--- config.mk ---
export PLATFORM = sky130hd
export DESIGN_NAME = bpu
export DESIGN_NICKNAME = d
export VERILOG_FILES = /design/src/rtl/bpu.sv
export SDC_FILE = /design/constraint.sdc
export NUM_CORES = 1
export LEC_CHECK = 0
export ABC_CLOCK_PERIOD_IN_PS = 3700
export CAP_MARGIN = 20
export CORE_MARGIN = 2
export CORE_UTILIZATION = 39
export CTS_CLUSTER_SIZE = 28
export DETAILED_ROUTE_END_ITERATION = 8
export PLACE_DENSITY = 0.8
export SETUP_SLACK_MARGIN = 0.5
export SLEW_MARGIN = 20
export SYNTH_ARGS = -nofsm -noshare
export SYNTH_HDL_FRONTEND = slang
export SYNTH_SLANG_ARGS = --single-unit
--- constraint.sdc ---
create_clock -name clk -period 3.7 [get_ports clk]
set_clock_uncertainty 0.15 [all_clocks]
set_input_delay 0.74 -clock clk [delete_from_list [all_inputs] [get_ports clk]]
set_output_delay 0.74 -clock clk [all_outputs]
set_load 0.005 [all_outputs]
--- src/rtl/bpu.sv ---
// Branch prediction unit: 16-entry BHT of 2-bit saturating counters feeding a
// combinational fetch-stage prediction, plus an id/ex stage pipeline that
// aligns the prediction with the execute stage.
module bpu (
    input  logic        clk,
    input  logic        rst,
    input  logic [31:0] inst_addr_i,
    input  logic [31:0] inst_i,
    input  logic [2:0]  hold_flag_i,
    input  logic        upd_valid_i,
    input  logic [31:0] upd_addr_i,
    input  logic        upd_taken_i,
    output logic        pred_flag_o,
    output logic [31:0] pred_addr_o,
    output logic        bp_result_o
);

    localparam int unsigned BHT_DEPTH = 16;
    localparam int unsigned IDX_W     = 4;
    localparam int unsigned CNT_W     = 2;

    localparam logic [CNT_W-1:0] CNT_SN = 2'b00;
    localparam logic [CNT_W-1:0] CNT_WN = 2'b01;
    localparam logic [CNT_W-1:0] CNT_ST = 2'b11;

    localparam logic [6:0] OPC_BRANCH = 7'b1100011;
    localparam logic [2:0] HOLD_IF    = 3'd2;
    localparam logic [2:0] HOLD_ID    = 3'd3;

    logic [CNT_W-1:0] bht [BHT_DEPTH];

    logic [IDX_W-1:0] fetch_idx;
    logic [IDX_W-1:0] upd_idx;
    logic [CNT_W-1:0] upd_next;
    logic [31:0]      branch_imm;
    logic             is_branch;
    logic             id_pred;
    logic             ex_pred;

    // Address bits that never select a counter and non-offset instruction fields.
    logic unused_ok;
    assign unused_ok = ^{upd_addr_i[31:6], upd_addr_i[1:0], inst_i[24:12]};

    assign fetch_idx  = inst_addr_i[5:2];
    assign upd_idx    = upd_addr_i[5:2];
    assign is_branch  = (inst_i[6:0] == OPC_BRANCH);
    assign branch_imm = {{20{inst_i[31]}}, inst_i[7], inst_i[30:25], inst_i[11:8], 1'b0};

    // Fetch-stage prediction; reads the pre-update counter value.
    always_comb begin
        pred_flag_o = 1'b0;
        pred_addr_o = 32'h0;
        if (is_branch && bht[fetch_idx][CNT_W-1]) begin
            pred_flag_o = 1'b1;
            pred_addr_o = inst_addr_i + branch_imm;
        end
    end

    // Saturating increment/decrement of the counter being trained.
    always_comb begin
        upd_next = bht[upd_idx];
        if (upd_taken_i) begin
            if (bht[upd_idx] != CNT_ST) upd_next = bht[upd_idx] + CNT_W'(1);
        end else begin
            if (bht[upd_idx] != CNT_SN) upd_next = bht[upd_idx] - CNT_W'(1);
        end
    end

    // BHT storage; reset returns every counter to weakly-not-taken.
    always_ff @(posedge clk or negedge rst) begin
        if (!rst) begin
            for (int i = 0; i < BHT_DEPTH; i++) bht[i] <= CNT_WN;
        end else if (upd_valid_i) begin
            bht[upd_idx] <= upd_next;
        end
    end

    // Prediction pipeline following the if_id / id_ex flush behaviour.
    always_ff @(posedge clk or negedge rst) begin
        if (!rst) begin
            id_pred <= 1'b0;
            ex_pred <= 1'b0;
        end else begin
            id_pred <= (hold_flag_i >= HOLD_IF) ? 1'b0 : pred_flag_o;
            ex_pred <= (hold_flag_i == HOLD_ID) ? 1'b0 : id_pred;
        end
    end

    assign bp_result_o = ex_pred;

endmodule
==> results.sh <==
export IMPL_via_per_inst=6.41
export IMPL_status="finished with violations"
export IMPL_grt_usage_pct=30.6
export IMPL_ys_seq_elements=34
export IMPL_critPathBufInv=3
export IMPL_clock_latency_ns=0.29
export IMPL_p_total_uw=2120
export IMPL_wl_per_cell_um=25.7
export IMPL_cp_required_ns=2.81
export IMPL_stdcell_count=792
export IMPL_layout_min_cycle_time_ns=4.09
export IMPL_tritoncts="yes"
export IMPL_grt_pass1_vias=4910
export IMPL_clkSlewWorstSetupHoldPaths_ns=0.07
export IMPL_path_delay_family="compound AO/OA/AOI/OAI gates"
export IMPL_use_met2_pct=55.7
export IMPL_drt_iter0_markers=348
export IMPL_die_w_um=99.1
export IMPL_vias=5076
export IMPL_antenna_found_initial=0
export IMPL_rows=34
export IMPL_nNetsFinal=817
export IMPL_ir_drop_v=0.000393
export IMPL_drcViolationCount=0
export IMPL_crit_chain="buf_6, ha_4, fa_2, a21o_1, a31o_4, a211oi_2, o221ai_2, buf_4, a21oi_2, xor2_1, nor2_1, buf_2"
export IMPL_r2r_setup_slack_ns=1.28
export IMPL_violations="negative setup slack"
export IMPL_path_class="in2out"
export IMPL_met3_usage_pct=5.48
export IMPL_final_common_cell="buf_4"
export IMPL_cts_sinks=34
export IMPL_dp_cells=708
export IMPL_ys_async_sr_fraction_pct=100
export IMPL_syn_nets=548
export IMPL_p_int_uw=1320
export IMPL_dieArea_um2=9820
export IMPL_fp_coreArea_um2=8760
export IMPL_gr_usage_met1_pct=32.8
export IMPL_start_util_pct=40.3
export IMPL_place_ws_ns=-0.882
export IMPL_grt_max_degree=27
export IMPL_worstMarginPinSlew_ns=0.572
export IMPL_gp_congestion=0.939
export IMPL_chipHeight_um=99.1
export IMPL_period_share_pct=111
export IMPL_antenna_cells=0
export IMPL_clk_path_buf_depth=2
export IMPL_io_buffers=95
export IMPL_hold_class="reg2reg"
export IMPL_cts_buffers=5
export IMPL_area_growth_pct=99.6
export IMPL_routed_wl_um=20400
export IMPL_grt_busiest_layer="met2"
export IMPL_setup_tns_ns=-2.86
export IMPL_slowest_delay_ns=0.37
export IMPL_power_density_nw_per_um2=301
export IMPL_layout_drive_gt1_share_pct=60.5
export IMPL_seq_power_share_pct=28.8
export IMPL_clkPwrFrac_pct=13.3
export IMPL_power_leakage_uw=0.00310
export IMPL_worstPathArrival_ns=3.20
export IMPL_antenna_left=0
export IMPL_synth_edf_count=0
export IMPL_yosys_warnings=0
export IMPL_maxCapViolations=0
export IMPL_switching_share_pct=37.9
export IMPL_drt_pre_antenna_iters=7
export IMPL_synth_area_per_cell_um2=8.52
export IMPL_crit_path_end_kind="output port"
export IMPL_power_switching_uw=802
export IMPL_final_cell_mix="buf_4 (131), buf_6 (49), nand2_1 (47), buf_2 (36), ha_4 (24)"
export IMPL_grt_ovfl_total=0
export IMPL_syn_area_um2=3530
export IMPL_max_freq_ghz=0.244
export IMPL_p_comb_share_pct=57.9
export IMPL_slowest_stage="fa_2"
export IMPL_synthFlopType="dfrtp_1"
export IMPL_setup_viol=20
export IMPL_ys_seq_area_share_pct=24.7
export IMPL_grt_pass1_wl_um=24100
export IMPL_ioPinCount=137
export IMPL_rsz0062_at_grt="true"
export IMPL_maxSlewHeadroom_pct=61.8
export IMPL_finalHoldViolCount=0
export IMPL_path_max_fanout=3
export IMPL_cts_root_buf="clkbuf_8"
export IMPL_synth_cells=414
export IMPL_ys_types=51
export IMPL_cts_max_level=2
export IMPL_dp_hpwl_um=9510
export IMPL_setup_ws_ns=-0.394
export IMPL_cp_start_kind="primary input"
export IMPL_slew_violations=0
-- cells in the mapped netlist, drive strengths merged (6+ instances only) --
cell type	number	area share (%)
inv	9	0.96
o21ai	34	4.8
clkbuf	12	1.3
mux2	17	5.4
o211ai	6	1.3
a21o	10	2.1
dfrtp	18	13
ha	30	11
a211oi	6	1.3
dfstp	16	12
nor3	6	0.85
nor2	40	4.3
nand3	15	2.1
xor2	12	3.0
xnor2	12	3.0
nand2	56	6.0
mux4	14	8.9
a21oi	34	4.8
and3	7	1.2
-- per-layer routing --
layer / vias to the layer above / share of wire (%) / wire [um]
li1: 2075 / - / -
met1: 2377 / 32 / 6480
met2: 423 / 47 / 9650
met3: 201 / 9.9 / 2010
met4: 0 / 11 / 2240
met5: - / 0 / 0
-- worst paths after layout --
path	start	to	cells after the start
max	inst_addr_i[1]	pred_addr_o[25]	12
min	id_pred	bp_result_o	2
max in group asynchronous	rst	bht[30]	2
min reg2reg	id_pred	bp_result_o	2
min in group asynchronous	rst	bht[21]	1
max reg2reg	bht[25]	bht[10]	4
-- metrics by stage --
step	cell area [um^2]	utilization, %	hold WS [ns]
2_1_floorplan	3670	-	0.294
3_3_place_gp	5460	62.3	0.311
3_5_place_dp	5460	62.3	0.314
4_1_cts	6410	73.1	0.323
5_1_grt	7040	80.4	0.350
6_report	7040	80.4	0.326
-- worst reg2reg max path, stage by stage (launching register included) --
cell	delay [ns]
dfrtp_1	0.42
mux4_2	0.51
mux4_2	0.52
maj3_2	0.44
mux2_2	0.31
-- sequential cells by signal (all words and copies together) (netlist names) --
name and cells:
id_pred 1, bht 32, bp_result_o 1
-- cell families (layout without fill, tap and decap cells) --
| group | count (synthesis) | after routing | synth area share, % |
|---|---|---|---|
| XOR/XNOR | 24 | 24 | 5.96 |
| AO/OA/AOI/OAI | 115 | 115 | 20.2 |
| AND/OR/NAND/NOR | 150 | 150 | 19.6 |
| adder cells (fa/ha/maj) | 32 | 32 | 11.5 |
| flip-flops | 34 | 34 | 24.7 |
| buffers and inverters | 26 | 296 | 3.05 |
| multiplexers | 33 | 33 | 14.9 |
-- cell type report --
cell class | instances | area (um^2)
Sequential cell | 34 | 871
Clock inverter | 1 | 5.00
Clock buffer | 7 | 86.3
Inverter | 10 | 37.5
Timing Repair Buffer | 278 | 2410
Fill cell | 427 | 1720
Multi-Input combinational cell | 354 | 3500
Tap cell | 108 | 135
-- power by group through the flow --
stage / combinational (uW) / sequential (uW) / clock, uW
2_1_floorplan: 497 / 579 / 0
3_3_place_gp: 786 / 599 / 0
3_5_place_dp: 812 / 612 / 0
4_1_cts: 974 / 605 / 286
5_1_grt: 1270 / 623 / 298
6_report: 1230 / 610 / 281
-- timing repair --
item,in CTS,in global routing
gates resized for setup,333,104
pin swaps,89,74
hold endpoints to repair,0,0
hold buffers,0,0
setup buffers,44,31
gates cloned,1,0
endpoints found under the setup margin,65,34
No activity file was read; power rests on OpenSTA's default activity.
